==> src/rtl/pipe_stage_buf_if.sv <==
// Valid/ready channel carrying one DW-bit pipeline payload.
// Handshake: a beat transfers on a rising clk edge where valid=1 and ready=1. The master
// holds valid and data until that edge. ready may depend only on the receiver's state.
interface pipe_stage_buf_if #(
  parameter int DW = 65
);
  logic          valid;
  logic [DW-1:0] data;
  logic          ready;

  modport master (output valid, output data, input ready);
  modport slave  (input valid, input data, output ready);
endinterface

==> src/rtl/pipe_stage_buf.sv <==
// Generic inter-stage pipeline register with a 2-entry skid buffer and a synchronous flush.
// Optional macro PIPE_STAGE_PERF_EN adds a saturating downstream-stall counter (stall_cnt).
module pipe_stage_buf #(
  parameter int            DW      = 65,
  parameter logic [DW-1:0] RST_VAL = '0
`ifdef PIPE_STAGE_PERF_EN
  , parameter int          CW      = 16
`endif
) (
  input  logic             clk,
  input  logic             reset,
  input  logic             flush,
  pipe_stage_buf_if.slave  up,
  pipe_stage_buf_if.master dn,
  output logic [1:0]       occ
`ifdef PIPE_STAGE_PERF_EN
  , output logic [CW-1:0]  stall_cnt
`endif
);

  typedef enum logic [1:0] {
    EMPTY = 2'd0,
    HALF  = 2'd1,
    FULL  = 2'd2
  } state_t;

  state_t        r_state;
  logic [DW-1:0] r_main;
  logic [DW-1:0] r_skid;

  logic w_in_ready;
  logic w_out_valid;
  logic w_acc;
  logic w_pop;

  // Both flags decode from the state register alone, so out_ready never reaches in_ready.
  assign w_in_ready  = (r_state != FULL);
  assign w_out_valid = (r_state != EMPTY);
  assign w_acc       = up.valid & w_in_ready;
  assign w_pop       = w_out_valid & dn.ready;

  assign up.ready = w_in_ready;
  assign dn.valid = w_out_valid;
  assign dn.data  = r_main;
  assign occ      = r_state;

  always_ff @(posedge clk) begin
    if (reset || flush) begin
      r_state <= EMPTY;
      r_main  <= RST_VAL;
      r_skid  <= RST_VAL;
    end else begin
      case (r_state)
        EMPTY: begin
          if (w_acc) begin
            r_state <= HALF;
            r_main  <= up.data;
          end
        end
        HALF: begin
          if (w_acc && !w_pop) begin
            r_state <= FULL;
            r_skid  <= up.data;
          end else if (w_acc && w_pop) begin
            r_main  <= up.data;
          end else if (w_pop) begin
            r_state <= EMPTY;
            r_main  <= RST_VAL;
          end
        end
        FULL: begin
          // Skid entry is older than any new arrival; in_ready is 0 here so nothing is accepted.
          if (w_pop) begin
            r_state <= HALF;
            r_main  <= r_skid;
            r_skid  <= RST_VAL;
          end
        end
        default: begin
          r_state <= EMPTY;
          r_main  <= RST_VAL;
          r_skid  <= RST_VAL;
        end
      endcase
    end
  end

`ifdef PIPE_STAGE_PERF_EN
  logic [CW-1:0] r_stall_cnt;

  // Flush leaves the count alone; only reset clears it.
  always_ff @(posedge clk) begin
    if (reset) begin
      r_stall_cnt <= '0;
    end else if (w_out_valid && !dn.ready && (r_stall_cnt != {CW{1'b1}})) begin
      r_stall_cnt <= r_stall_cnt + CW'(1);
    end
  end

  assign stall_cnt = r_stall_cnt;
`endif

endmodule

==> src/flat_wrapper.sv <==
// flat-port wrapper written by rule: the top's interface ports become plain ports
module pipe_stage_buf_flat 
#(
  parameter int            DW      = 65,
  parameter logic [DW-1:0] RST_VAL = '0

)
  (clk, reset, flush, occ, up_valid, up_data, up_ready, dn_valid, dn_data, dn_ready);
  pipe_stage_buf_if #(.DW(DW)) up_i ();
  pipe_stage_buf_if #(.DW(DW)) dn_i ();
  input  logic clk;
  input  logic reset;
  input  logic flush;
  output logic [1:0] occ;
  input wire logic [$bits(up_i.valid)-1:0] up_valid;
  input wire logic [$bits(up_i.data)-1:0] up_data;
  output wire logic [$bits(up_i.ready)-1:0] up_ready;
  output wire logic [$bits(dn_i.valid)-1:0] dn_valid;
  output wire logic [$bits(dn_i.data)-1:0] dn_data;
  input wire logic [$bits(dn_i.ready)-1:0] dn_ready;
  assign up_i.valid = up_valid;
  assign up_i.data = up_data;
  assign up_ready = up_i.ready;
  assign dn_valid = dn_i.valid;
  assign dn_data = dn_i.data;
  assign dn_i.ready = dn_ready;
  pipe_stage_buf #(.DW(DW), .RST_VAL(RST_VAL)) u_core (.clk(clk), .reset(reset), .flush(flush), .up(up_i), .dn(dn_i), .occ(occ));
endmodule
==> config.mk <==
export PLATFORM = sky130hd
export DESIGN_NAME = pipe_stage_buf_flat
export DESIGN_NICKNAME = d
export VERILOG_FILES = /design/src/rtl/pipe_stage_buf_if.sv /design/src/rtl/pipe_stage_buf.sv /design/src/flat_wrapper.sv
export SDC_FILE = /design/constraint.sdc
export NUM_CORES = 1
export LEC_CHECK = 0
export ABC_CLOCK_PERIOD_IN_PS = 2750
export BUFFER_PORTS_ARGS = -buffer_cell sky130_fd_sc_hd__buf_2
export CORE_ASPECT_RATIO = 0.8
export CORE_MARGIN = 1
export CORE_UTILIZATION = 57
export CTS_CLUSTER_DIAMETER = 40
export DETAILED_ROUTE_END_ITERATION = 16
export PLACE_DENSITY_LB_ADDON = 0.25
export SLEW_MARGIN = 20
export SYNTH_ARGS = -nofsm -noshare
export SYNTH_HDL_FRONTEND = slang
export SYNTH_SLANG_ARGS = --single-unit
==> constraint.sdc <==
create_clock -name clk -period 2.75 [get_ports clk]
set_input_delay 0 -clock clk [delete_from_list [all_inputs] [get_ports clk]]
set_output_delay 0 -clock clk [all_outputs]
set_load 0.01 [all_outputs]
## Word-level counts from Yosys, hierarchy flattened

Cells that the tools add are included.

- Add/sub/neg operators: 0
- $mul: 0
- Div/mod/pow operators: 0
- Order comparisons: 0
- Eq/ne operators: 10
- Shift operators: 0
- Multiplexer cells: 14
- Bitwise gates (word level): 3
- Reductions and logical operators: 9

Operators with widths:

| kind | count |
|---|---|
| 65-bit 2-to-1 mux | 6 |
| 65-bit case mux with 3 select lines | 2 |
| 2-bit 2-to-1 mux | 5 |
| 4-bit AND reduction | 2 |
| 2-bit by 1-bit inequality test with 1-bit output (second input constant) | 3 |
| 3-bit by 1-bit inequality test with 1-bit output (second input constant) | 2 |
| 2-bit case mux with 3 select lines | 1 |
| 2-bit inequality test (second input constant) | 2 |
| 3-bit by 2-bit inequality test with 1-bit output (second input constant) | 1 |
| 3-bit AND reduction | 1 |
| 1-bit bitwise AND | 2 |
| 2-bit by 1-bit equality test with 1-bit output (second input constant) | 1 |
| 2-bit equality test (second input constant) | 1 |
| 1-bit logical AND | 2 |
| 2-bit zero test | 1 |
| 2-bit nonzero test | 1 |
| 1-bit zero test | 1 |
| 1-bit logical OR | 1 |
| 1-bit NOT | 1 |

- Bits in registers: 132
- Bits in latches: 0
- RAM bits: 0
- Bits in read-only memories: 0
- Output and inout port bits: 69
- Memories: 0

## Longest topological paths before layout

- Word-level depth: 6
- Depth in mapped cells: 6
- Mapped depth without buffers: 3

## Least setup slack after synthesis

No wires, ideal clock.

- Path type: flip-flop to flip-flop
- Start: reg u_core.r_state[1], in the netlist u_core.occ[1]
- End: reg u_core.r_main[36], in the netlist u_core.dn.data[36]
- Setup time: 0.122 ns
- Data arrival time: 1.496 ns
- Slack: 1.132 ns
- Cell stages (with the launch flop): 7
- Buffers on the path: 3
- Clock period less this slack: 1.618 ns
- Cells stage by stage: dfxtp_1 > clkbuf_2 > nand2b_1 > buf_2 > clkbuf_1 > nor4b_1 > a221o_1

- Cells in the longest elaborated chain, start to end: 6
- Elaborated cells on any way between the ends: 18
- Classes of those cells: eq/ne (7); mux (3); bitwise (2); reduce/logical (6)

RTL lines:

| element | line | text |
|---|---|---|
| start: declaration | pipe_stage_buf.sv:27 | `state_t r_state;` |
| start signal: assignment | pipe_stage_buf.sv:49 | `r_state <= EMPTY;` |
| start signal: assignment | pipe_stage_buf.sv:56 | `r_state <= HALF;` |
| start signal: assignment | pipe_stage_buf.sv:62 | `r_state <= FULL;` |
| 2-bit inequality test / 2-bit nonzero test (equally long branches) | pipe_stage_buf.sv:37, pipe_stage_buf.sv:38 |  |
| 1-bit bitwise AND, on equally long branches | pipe_stage_buf.sv:39, pipe_stage_buf.sv:40 |  |
| 1-bit logical AND / 1-bit zero test (equally long branches) | pipe_stage_buf.sv:64, pipe_stage_buf.sv:61 |  |
| 65-bit 2-to-1 mux / 1-bit logical AND (equally long branches) | pipe_stage_buf.sv:64, pipe_stage_buf.sv:61 |  |
| 65-bit 2-to-1 mux / 2-bit inequality test (equally long branches) | - |  |
| 65-bit case mux with 3 select lines / 4-bit AND reduction (equally long branches) | - |  |
| end signal: assignment | pipe_stage_buf.sv:57 | `r_main <= up.data;` |
| end signal: assignment | pipe_stage_buf.sv:65 | `r_main <= up.data;` |
| end signal: assignment | pipe_stage_buf.sv:75 | `r_main <= r_skid;` |
| end: declaration | pipe_stage_buf.sv:28 | `logic [DW-1:0] r_main;` |

Several ways; a longest one is shown, not always the timed one. The select of a mux whose other input is x is not followed.
A chain may end at the register's enable or synchronous reset.

## Worst setup path in the final report

- Start: reg u_core.r_state[0], in the netlist u_core.occ[0]
- End: reg u_core.r_main[1], in the netlist u_core.dn.data[1]

Same word-level chain as after synthesis.

==> impl_metrics.py <==
metrics = {
    "global_route": {
        "antenna_found_initial": 0,
        "grt-ovfl-total": 0,
        "grt_pass1_vias": 5693,
        "grt_max_degree": 73,
        "grt_pass1_wl_um": 27800,
        "grtUsageTotal": 0.337,
    },
    "cts": {
        "cts_buffers": 17,
        "clock-sinks": 132,
        "cts_tree": "yes",
        "cts_max_level": 4,
        "cts_buffer_depth": 2,
        "cts-root-buf": "clkbuf_16",
        "worstSkewPairLatency_ns": 0.41,
        "clk_pin_slew_worst_paths_ns": 0.06,
    },
    "worst_setup_path": {
        "worstSetupStartpointType": "flip-flop",
        "critPathKind": "reg -> reg",
        "crit_path_end_kind": "flip-flop",
        "critPathMaxFanout": 35,
        "worstPathArrival_ns": 2.62,
        "crit_required_ns": 3.10,
    },
    "die": {
        "die_w_um": 114,
        "io_pins": 139,
        "rows": 32,
        "core_area_um2": 9690,
        "fp.dieH_um": 91.7,
        "fp.dieArea_um2": 10500,
        "start_util": 0.591,
    },
    "min_path": {
        "min_path_type": "in -> reg",
    },
    "sta": {
        "min_period_ns": 2.26,
        "tns_ns": 0,
        "rsz0062_at_grt": "no",
        "fin_worst_skew_ns": 0.00460,
        "hold_viol_final": 0,
        "drv_slew": 0,
        "whs_ns": 0.0278,
        "setup_violations": 0,
        "max_freq_mhz": 442,
        "slew_headroom": 0.471,
        "tightestPinTransition_ns": 0.793,
        "timing.final.ws_setup_ns": 0.487,
        "period_share": 0.823,
    },
    "placed_design": {
        "dp.final_hpwl_um": 9270,
        "post-place-ws_ns": 0.528,
        "port_buffers": 138,
        "gp_congestion": 0.774,
    },
    "logic_synthesis": {
        "syn-num-nets": 685,
        "synth_cells": 615,
        "synth_seq_cells": 132,
        "syn_area_um2": 5730,
        "synth.avg_cell_area_um2": 9.31,
        "ys_warn_count": 0,
        "yosysUniqueCellTypes": 25,
        "ys_seq_area_frac": 0.461,
    },
    "route": {
        "routed_via_density": 6.37,
        "wl_per_cell_um": 18.7,
        "drt_iter0_markers": 590,
        "detail_route.first_pass.iterations": 5,
        "wl_um": 17400,
        "ant_nets": 0,
        "drc": 0,
        "via_count": 5923,
    },
    "final_layout": {
        "layout-drive-gt1-share": 0.243,
        "final_common_cell": "buf_2",
        "layout_common_cells": "138 x buf_2, 131 x nand2_1, 131 x dfxtp_1, 67 x dlygate4sd3_1",
        "utilization": 0.798,
        "n_antenna_cell": 0,
        "area_growth_pct": 35.0,
        "fillers": 636,
        "layout.nets": 851,
    },
    "job": {
        "drv_cap": 0,
    },
    "power": {
        "irDropWorstVdd_mv": 0.479,
        "p_leak_nw": 2.86,
        "p_per_area_nw_per_um2": 624,
    },
    "outcome": {
        "status": "completed",
    },
}
==> final cells by class <==
type | count | area [um^2] | share of cell area
Clock buffer | 19 | 443 | 0.0573
Clock inverter | 13 | 183 | 0.0236
Inverter | 2 | 7.51 | 0.000971
Multi-Input combinational cell | 409 | 2770 | 0.358
Sequential cell | 132 | 2640 | 0.342
Tap cell | 136 | 170 | 0.0220
Timing Repair Buffer | 219 | 1520 | 0.196
==> Yosys cell counts, drive strengths merged <==
cell type  number  area (um^2)
clkbuf         41          155
mux2i           1         10.0
o311a           1         10.0
inv             2         7.51
nor4bb          1         10.0
nor2            3         11.3
and3            1         6.26
a31oi          65          407
nor2b           1         8.76
nand3b         65          488
nand2b          3         18.8
o31ai           1         7.51
nand2         131          492
dfxtp         132         2640
o21ai           2         10.0
or2             2         12.5
buf            31          196
a221o          65          651
nor3            1         5.00
a211o           1         8.76
nor4b          65          569
==> routing by layer <==
metal  wire [um]  part of all wire  global-route usage
met4         265             0.015               0.130
met2        8520              0.49               0.566
met3        1460             0.084              0.0714
met5           0                 0                   0
met1        7180              0.41               0.423
==> flip-flops by register name, indices dropped and copies added (netlist names) <==
signal	flops
u_core.occ	2
u_core.dn.data	65
u_core.r_skid	65
==> cell families (layout without fill, tap and decap cells) <==
logic type	after synthesis	count (layout)	synth area share
and+or+nand+nor	273	273	0.283
AOI/OAI and AO/OA	135	135	0.191
DFF	132	132	0.461
buffers and inverters	74	253	0.0627
muxes	1	1	0.00175
==> per-stage QoR <==
stage	instances	total power [W]	cell area, um^2
global route	930	0.00495	7730
finish	930	0.00482	7730
global placement	831	0.00238	6430
floorplan	615	0.00223	5730
detailed placement	831	0.00239	6430
CTS	930	0.00483	7730
==> worst max-delay path, stage by stage, from the launching register on <==
cell     delay, ns
dfxtp_1       0.53
nor2b_4       0.22
o311a_2       0.71
buf_4         0.49
a221o_1       0.23
==> final timing paths <==
path / startpoint / end / slack, ns / depth (start not counted)
worst min register to register: u_core.dn.data[9] / u_core.dn.data[9] / 0.48 / 1
worst max-delay path: u_core.occ[0] / u_core.dn.data[1] / 0.49 / 4
worst max register to register: u_core.occ[0] / u_core.dn.data[1] / 0.49 / 4
worst min-delay path: up_valid / u_core.occ[0] / 0.03 / 3
==> power by group <==
| group | switching (W) | internal, W | leakage [nW] | total (W) |
|---|---|---|---|---|
| combinational | 0.000239 | 0.000207 | 1.49 | 0.000446 |
| sequential | 0.0000323 | 0.00196 | 1.07 | 0.00199 |
| clock | 0.000852 | 0.00154 | 0.295 | 0.00239 |
| total | 0.00112 | 0.00370 | 2.86 | 0.00482 |
==> timing repair <==
item	in CTS	in global routing
resized for setup	0	0
hold buffers	67	0
buffers inserted	0	0
endpoints found under the hold margin	66	0
(Power assumes the default switching activity.)
